### src/rtl/aes_cbc_ctrl_pkg.sv
// aes_cbc_ctrl_pkg: AES request/response types, function encodings and CBC sequencer states
package aes_cbc_ctrl_pkg;
  localparam int Nk = 4;
  localparam int KW = 32 * Nk;
  typedef enum logic [1:0] {
    AES_IDLE    = 2'h0,
    AES_KEXP    = 2'h1,
    AES_CIPHER  = 2'h2,
    AES_ICIPHER = 2'h3
  } aes_func_e;
  typedef struct packed {
    logic          enable;
    aes_func_e     func;
    logic [KW-1:0] key;
    logic [127:0]  data;
  } aes_in_type;
  typedef struct packed {
    logic         ready;
    logic [127:0] result;
  } aes_out_type;
  typedef enum logic [2:0] {S_IDLE, S_KEXP, S_ISSUE, S_WAIT, S_OUT} cbc_state_e;
endpackage

### src/rtl/aes_cbc_ctrl.sv
// aes_cbc_ctrl: ECB/CBC mode sequencer in front of the aes core, with key expansion
// triggering, IV/chain register and a response watchdog.
module aes_cbc_ctrl
  import aes_cbc_ctrl_pkg::*;
#(
  parameter int TIMEOUT = 64
) (
  input  logic          rst,
  input  logic          clk,
  input  logic          key_load,
  input  logic [KW-1:0] key,
  input  logic          iv_load,
  input  logic [127:0]  iv,
  input  logic          mode,
  input  logic          dir,
  input  logic          in_valid,
  output logic          in_ready,
  input  logic [127:0]  in_data,
  output logic          out_valid,
  input  logic          out_ready,
  output logic [127:0]  out_data,
  output logic          busy,
  output logic          key_valid,
  output logic          timeout_err,
  output aes_in_type    aes_req,
  input  aes_out_type   aes_rsp
);
  localparam int WW = $clog2(TIMEOUT);

  cbc_state_e    state_q;
  logic [KW-1:0] key_q;
  logic [127:0]  chain_q, raw_q, data_q, out_data_q;
  logic          mode_q, dir_q, enable_q, out_valid_q, key_valid_q, timeout_q;
  aes_func_e     func_q;
  logic [WW-1:0] wdog_q;

  always_ff @(posedge clk or negedge rst) begin
    if (!rst) begin
      state_q     <= S_IDLE;
      key_q       <= '0;
      chain_q     <= '0;
      raw_q       <= '0;
      data_q      <= '0;
      out_data_q  <= '0;
      mode_q      <= 1'b0;
      dir_q       <= 1'b0;
      enable_q    <= 1'b0;
      func_q      <= AES_IDLE;
      out_valid_q <= 1'b0;
      key_valid_q <= 1'b0;
      timeout_q   <= 1'b0;
      wdog_q      <= '0;
    end else begin
      case (state_q)
        S_IDLE: begin
          if (key_load) begin
            key_q       <= key;
            key_valid_q <= 1'b0;
            timeout_q   <= 1'b0;
            enable_q    <= 1'b1;
            func_q      <= AES_KEXP;
            state_q     <= S_KEXP;
          end else if (iv_load) begin
            chain_q <= iv;
          end else if (in_valid && key_valid_q) begin
            raw_q    <= in_data;
            mode_q   <= mode;
            dir_q    <= dir;
            // only CBC encrypt whitens the plaintext before the cipher
            data_q   <= (mode && !dir) ? in_data ^ chain_q : in_data;
            enable_q <= 1'b1;
            func_q   <= dir ? AES_ICIPHER : AES_CIPHER;
            state_q  <= S_ISSUE;
          end
        end
        S_KEXP: begin
          enable_q    <= 1'b0;
          func_q      <= AES_IDLE;
          key_valid_q <= 1'b1;
          state_q     <= S_IDLE;
        end
        S_ISSUE: begin
          enable_q <= 1'b0;
          func_q   <= AES_IDLE;
          wdog_q   <= '0;
          state_q  <= S_WAIT;
        end
        S_WAIT: begin
          wdog_q <= wdog_q + 1'b1;
          if (aes_rsp.ready) begin
            out_data_q  <= (mode_q && dir_q) ? aes_rsp.result ^ chain_q : aes_rsp.result;
            chain_q     <= !mode_q ? chain_q : dir_q ? raw_q : aes_rsp.result;
            out_valid_q <= 1'b1;
            state_q     <= S_OUT;
          end else if (wdog_q == WW'(TIMEOUT - 1)) begin
            timeout_q <= 1'b1;
            state_q   <= S_IDLE;
          end
        end
        S_OUT: begin
          if (out_ready) begin
            out_valid_q <= 1'b0;
            state_q     <= S_IDLE;
          end
        end
        default: state_q <= S_IDLE;
      endcase
    end
  end

  assign in_ready    = (state_q == S_IDLE) && key_valid_q && !key_load && !iv_load;
  assign busy        = state_q != S_IDLE;
  assign key_valid   = key_valid_q;
  assign timeout_err = timeout_q;
  assign out_valid   = out_valid_q;
  assign out_data    = out_data_q;
  assign aes_req     = '{enable: enable_q, func: func_q, key: key_q, data: data_q};
endmodule

### config.mk
export PLATFORM = sky130hd
export DESIGN_NAME = aes_cbc_ctrl
export DESIGN_NICKNAME = d
export VERILOG_FILES = /design/src/rtl/aes_cbc_ctrl_pkg.sv /design/src/rtl/aes_cbc_ctrl.sv
export SDC_FILE = /design/constraint.sdc
export NUM_CORES = 1
export LEC_CHECK = 0
export ABC_CLOCK_PERIOD_IN_PS = 2740
export BUFFER_PORTS_ARGS = -buffer_cell sky130_fd_sc_hd__buf_2
export CAP_MARGIN = 20
export CORE_AREA = 2 2 360 362
export CTS_CLUSTER_DIAMETER = 80
export CTS_CLUSTER_SIZE = 25
export DETAILED_ROUTE_END_ITERATION = 10
export DIE_AREA = 0 0 362 364
export GPL_TIMING_DRIVEN = 0
export PLACE_DENSITY = 0.5
export RECOVER_POWER = 25
export SLEW_MARGIN = 40
export SYNTH_ARGS = -nofsm -noshare
export SYNTH_HDL_FRONTEND = slang
export SYNTH_SLANG_ARGS = --single-unit
### constraint.sdc
create_clock -name clk -period 2.74 [get_ports clk]
set_input_delay 0.137 -clock clk [delete_from_list [all_inputs] [get_ports clk]]
set_output_delay 0.137 -clock clk [all_outputs]
set_load 0.01 [all_outputs]
==> flow_summary.ini, run 1 <==
[sta]
fin_crit_ns = 2.61
hold_violations = 0
setup_tns_ns = 0
setup_viol = 0
post-route-period-util_pct = 95.1
slew_viol_final = 62
rsz0062_at_grt = false
relSlewSlack_pct = -8.13
worst_pin_slew_ns = 1.62
whs_ns = 0.0897
skew_ns = 0.0460
fmax_ghz = 0.384

[logic_synthesis]
avgSynthCellArea_um2 = 12.1
synth_area_leaders = dfrtp_1, mux2_2, xor2_1, a21oi_1, nand3b_1
synth-main-ff-cell = dfrtp_1
seq_area_frac_synth_pct = 52.6
ys_async_sr_fraction_pct = 100
synth_top_area_share_pct = 52.6
synth-edff-count = 0
netlist_area_um2 = 31300
yosys_warnings = 0
synth_cell_types = 41
syn-num-nets = 3111
ys_seq_elements = 657
yosysTopAreaCell = dfrtp_1
syn_inst = 2589

[floorplanning]
start_util_pct = 24.4
coreArea_um2 = 128000
dieWidth_um = 362
fp-row-count = 132
dieArea_um2 = 132000
io_pins = 913
fp.dieH_um = 364

[clocking]
cts_buffers = 48
worstSkewPairLatency_ns = 0.68
cts_buffer_depth = 3
clockRootBuffer = clkbuf_16
clk_pin_slew_worst_paths_ns = 0.10
cts_tree = yes
cts_htree_levels = 2
cts_sinks = 657

[pwr]
irDropWorstVdd_mv = 0.490
power.density_nw_per_um2 = 994
p_leak_nw = 19.9
total_power_mw = 44.9

[worst_setup_path]
arrival_ns = 3.18
worst_r2r_path_depth = 5
reg2reg_slack_ns = 0.13
crit_path_end = chain_q[9]
slowest_stage = dfrtp_1
crit_top_cell = mux2_2
rr_endpoint = chain_q[9]
critPathLaunch = dir_q
end_kind = flip-flop
crit_fanout = 10
critPathMaxStageDelay_ns = 0.56
crit_type = flip-flop to flip-flop
crit_required_ns = 3.31
start_kind = flip-flop
worstReg2RegStart = dir_q
crit_path_cell_trace = clkbuf_2, mux2_2, mux2_2, dlygate4sd3_1, mux2_1

[drt]
drt_wl_total_um = 139000
vias = 26700
drt-vias-per-instance = 4.60
drcViolationCount = 0
drt_first_pass_iters = 5
ant_nets = 0
wl_per_cell_um = 24.0
drt_iter0_markers = 1542

[placed_design]
io_buffer_count = 910
gp_congestion = 0.844
dpl.hpwl_um = 103000

[cells_and_area]
final_nets = 4604
drive_gt1_share_pct = 40.8
post-route-util_pct = 35.2
area_growth_syn_to_layout_pct = 44.5

[global_routing]
grt_max_degree = 98
antenna_found_initial = 25
grt_pass1_vias = 28100
gr-total-overflow = 0
grt_usage_pct = 20.4
grt_pass1_wl_um = 198000

[outcome]
status = finished, violations left
failed_checks = capacitance limit, slew limit

[run]
maxCapViolCount = 1

[min_path]
worstHoldStart = iv_load
hp-class = primary input to flip-flop
## cell usage after synthesis (all sizes together) (2+ instances only)
master  number
dfrtp      657
mux2       643
a21oi      261
xor2       256
o21ai      135
nand2      134
nand3      132
nand3b     131
buf        106
clkbuf      98
a22o         3
inv          3
nand2b       3
and3b        2
nor2         2
nor3b        2
or4          2
## layout by cell type, fill, tap and decap left out, types with 6 or more instances in the layout
master         instances
o21ai_0              135
clkbuf_2              11
mux2_1                38
dfrtp_1              657
mux2_2               605
buf_2                928
buf_4                 28
dlygate4sd3_1        524
clkbuf_1             123
nand3b_1             131
inv_6                  7
nand3_1              132
nand2_1              134
a21oi_1              261
buf_16                 9
xor2_1               256
diode_2               12
clkinv_2               6
clkbuf_16             48
buf_1                 15
## cells by family after synthesis
| group | share of synthesized area [%] |
|---|---|
| and+or+nand+nor | 7.29 |
| AOI/OAI and AO/OA | 6.69 |
| muxes | 23.2 |
| xor gates and xnor gates | 7.20 |
| DFF | 52.6 |
| adders and majority gates | 0.0400 |
| buffers and inverters | 3.04 |
## registers in the layout, summed over array words and instances, names as in the netlist, 2 cells and up
name / cells
raw_q: 128
out_data: 128
func_q: 2
key_q: 128
chain_q: 128
data_q: 128
wdog_q: 6
state_q: 3
## final cells by class
| type | instances | area, um^2 |
|---|---|---|
| Antenna cell | 12 | 30.0 |
| Clock buffer | 50 | 1230 |
| Fill cell | 13000 | 83100 |
| Timing Repair Buffer | 1445 | 10000 |
| Clock inverter | 38 | 492 |
| Tap cell | 1675 | 2100 |
| Multi-Input combinational cell | 1725 | 13900 |
| Inverter | 3 | 11.3 |
| Buffer | 202 | 1000 |
| Sequential cell | 657 | 16400 |
## worst max-delay path: cells and delay by family, from the launching register on
kind | cells | cell delay [ns]
flops | 1 | 0.56
buf+inv | 2 | 1.02
mux | 3 | 0.94
## where the power goes
part           leakage (nW)  switching, mW  internal (mW)  total (mW)
sequential             7.93           3.01           14.5        17.5
clock                 0.839           4.45           3.68        8.13
combinational          11.1           10.6           8.70        19.4
total                  19.9           18.1           26.8        44.9
## stage by stage
| stage | std cells | setup WS [ns] | area, um^2 |
|---|---|---|---|
| after floorplan | 2589 | 0.771 | 31300 |
| after global placement | 5174 | -13.86 | 37900 |
| final | 5807 | 0.133 | 45200 |
| after detailed placement | 5183 | -0.786 | 38200 |
| after CTS | 5796 | 0.0301 | 45300 |
| after global routing | 5803 | 0.00652 | 45200 |
## how the worst min path moves through the flow
stage,to,cells after the start
global route,enable_q,4
finish,enable_q,4
floorplan,chain_q[0],0
detailed placement,key_q[3],1
CTS,enable_q,4
global placement,key_q[102],2
## timing repair
item | 4_1_cts | 5_1_grt
setup buffers | 1 | 0
hold buffers | 525 | 0
endpoints found under the hold margin | 855 | 0
endpoints found under the setup margin | 440 | 37
gates resized for setup | 17 | 9
pin swaps | 1 | 0
## layer usage
| metal | track usage, % | wire [um] | vias up |
|---|---|---|---|
| li1 | - | - | 12100 |
| met3 | 4.40 | 8920 | 192 |
| met1 | 24.6 | 55800 | 13600 |
| met5 | 0 | 74 | - |
| met2 | 35.9 | 70000 | 845 |
| met4 | 6.79 | 4680 | 12 |
(Power assumes the default switching activity.)
==> run 2, diff against run 1 <==
==> constraint.sdc (replaced) <==
create_clock -name clk -period 2.74 [get_ports clk]
set_input_delay 0.548 -clock clk [delete_from_list [all_inputs] [get_ports clk]]
set_output_delay 0.548 -clock clk [all_outputs]
set_load 0.01 [all_outputs]
==> run 2 against run 1 <==
The flow now finishes without violations; combinational power fell by 5%; sequential cell count unchanged; critical path type is now flip-flop to output pin; sequential share of layout area rose by 4.8 points; highest routed layer unchanged; sequential power barely moved.
==> flow_summary.ini, run 2 (synthesized netlist as in run 1, its figures left out) <==
[worst_setup_path]
path_delay_family = simple AND/OR/NAND/NOR gates
crit_path_cell_trace = or4_4, nor3b_1, buf_2
path_buf_inv = 1
cp.depth = 3
worst_r2r_path_depth = 7
crit_required_ns = 2.19
crit_fanout = 7
start_kind = flip-flop
crit_type = flip-flop to output pin
arrival_ns = 2.10
slowest_stage = or4_4
end_kind = output pin
critPathMaxStageDelay_ns = 0.61

[min_path]
hold_path_depth = 2
hp-class = primary input to flip-flop

[cells_and_area]
final_nets = 4081
layout_common_cells = buf_2, dfrtp_1, mux2_2
area_growth_syn_to_layout_pct = 27.7
layout_commonest_cell = buf_2
drive_gt1_share_pct = 44.8

[floorplanning]
dieArea_um2 = 132000
fp-row-count = 132
fp.dieH_um = 364
io_pins = 913
dieWidth_um = 362
coreArea_um2 = 128000
start_util_pct = 24.4

[global_routing]
grt_pass1_wl_um = 187000
use_met2_pct = 34.0
antenna_found_initial = 66
busiest_layer = met2
globalRouteMet3Util_pct = 5.78
grt_usage_pct = 19.7
grt_pass1_vias = 25200
grt_max_degree = 98
grt.met1_usage_pct = 23.2
gr-total-overflow = 0

[clocking]
cts_htree_levels = 2
cts_buffer_depth = 3
cts_buffers = 48
worstSkewPairLatency_ns = 0.68
clockRootBuffer = clkbuf_16
clk_pin_slew_worst_paths_ns = 0.10
cts_sinks = 657
cts_tree = yes

[drt]
drt-vias-per-instance = 4.65
drcViolationCount = 0
drt_first_pass_iters = 5
drt_wl_total_um = 135000
vias = 24600
ant_nets = 0
wl_per_cell_um = 25.5
drt_iter0_markers = 1455

[outcome]
status = finished clean

[sta]
rsz0062_at_grt = false
skew_ns = 0.0454
post-route-period-util_pct = 96.6
whs_ns = 0.0871
setup_tns_ns = 0
relSlewSlack_pct = 44.2
fin_crit_ns = 2.65
slew_viol_final = 0
hold_violations = 0
setup_viol = 0
fmax_ghz = 0.378
worst_pin_slew_ns = 0.837

[placed_design]
dpl.hpwl_um = 103000
io_buffer_count = 910
gp_congestion = 0.844

[pwr]
p_leak_nw = 17.5
irDropWorstVdd_mv = 0.492
power.density_nw_per_um2 = 1100

[run]
maxCapViolCount = 0
run 2: worst paths after layout:
check | slack, ns | to | start
min in group asynchronous | 0.40 | key_q[61] | rst
worst min-delay path | 0.09 | key_q[55] | key[55]
worst min register to register | 0.48 | out_data[98] | out_data[98]
worst max register to register | 0.10 | out_data[26] | dir_q
worst max-delay path | 0.09 | in_ready | state_q[2]
max in group asynchronous | 0.39 | out_data[4] | rst
run 2: worst reg2reg max path, stage by stage (launching register included):
cell and delay [ns]:
dfrtp_1 0.56, buf_6 0.30, buf_2 0.39, buf_6 0.35, buf_4 0.27, nand3_1 0.11, xor2_1 0.36, o21ai_0 0.15
run 2: report_power, final:
part / switching (mW) / leakage (nW) / internal (mW)
clock network: 4.44 / 0.839 / 3.68
logic: 10.4 / 8.76 / 8.06
registers: 3.00 / 7.93 / 14.5
total: 17.8 / 17.5 / 26.2
run 2: what timing repair did:
action	CTS	global route
hold buffers	1	0
endpoints found under the hold margin	61	0
pin swaps	1	0
gates resized for setup	17	11
setup endpoints to repair	440	130
gates cloned	0	1
setup buffers	1	0
run 2: per-layer routing:
layer / vias up / routed length (um)
met4: 38 / 4720
met2: 815 / 67000
met1: 12500 / 52500
met5: - / 249
li1: 11100 / -
met3: 218 / 10500
run 2: metrics by stage:
stage          std cells  worst slack (ns)  instance area, um^2  power (mW)  util, %
2_1_floorplan       2589             0.771                31300        27.6        -
3_3_place_gp        5174            -14.27                37900        36.1     29.6
3_5_place_dp        5183            -0.834                38200        36.5     29.8
4_1_cts             5272            0.0137                40000        44.8     31.2
5_1_grt             5293           0.00588                39900        46.8     31.1
6_report            5300            0.0926                40000        44.0     31.1
run 2: final cells by class:
cell class	instances	area [um^2]
buffer	202	1000
multi-input combinational	1725	13900
clock buffer	50	1230
sequential	657	16400
clock inverter	38	492
tap	1675	2100
fill	13500	88400
inverter	3	11.3
timing repair buffer	922	4720
antenna	28	70.1
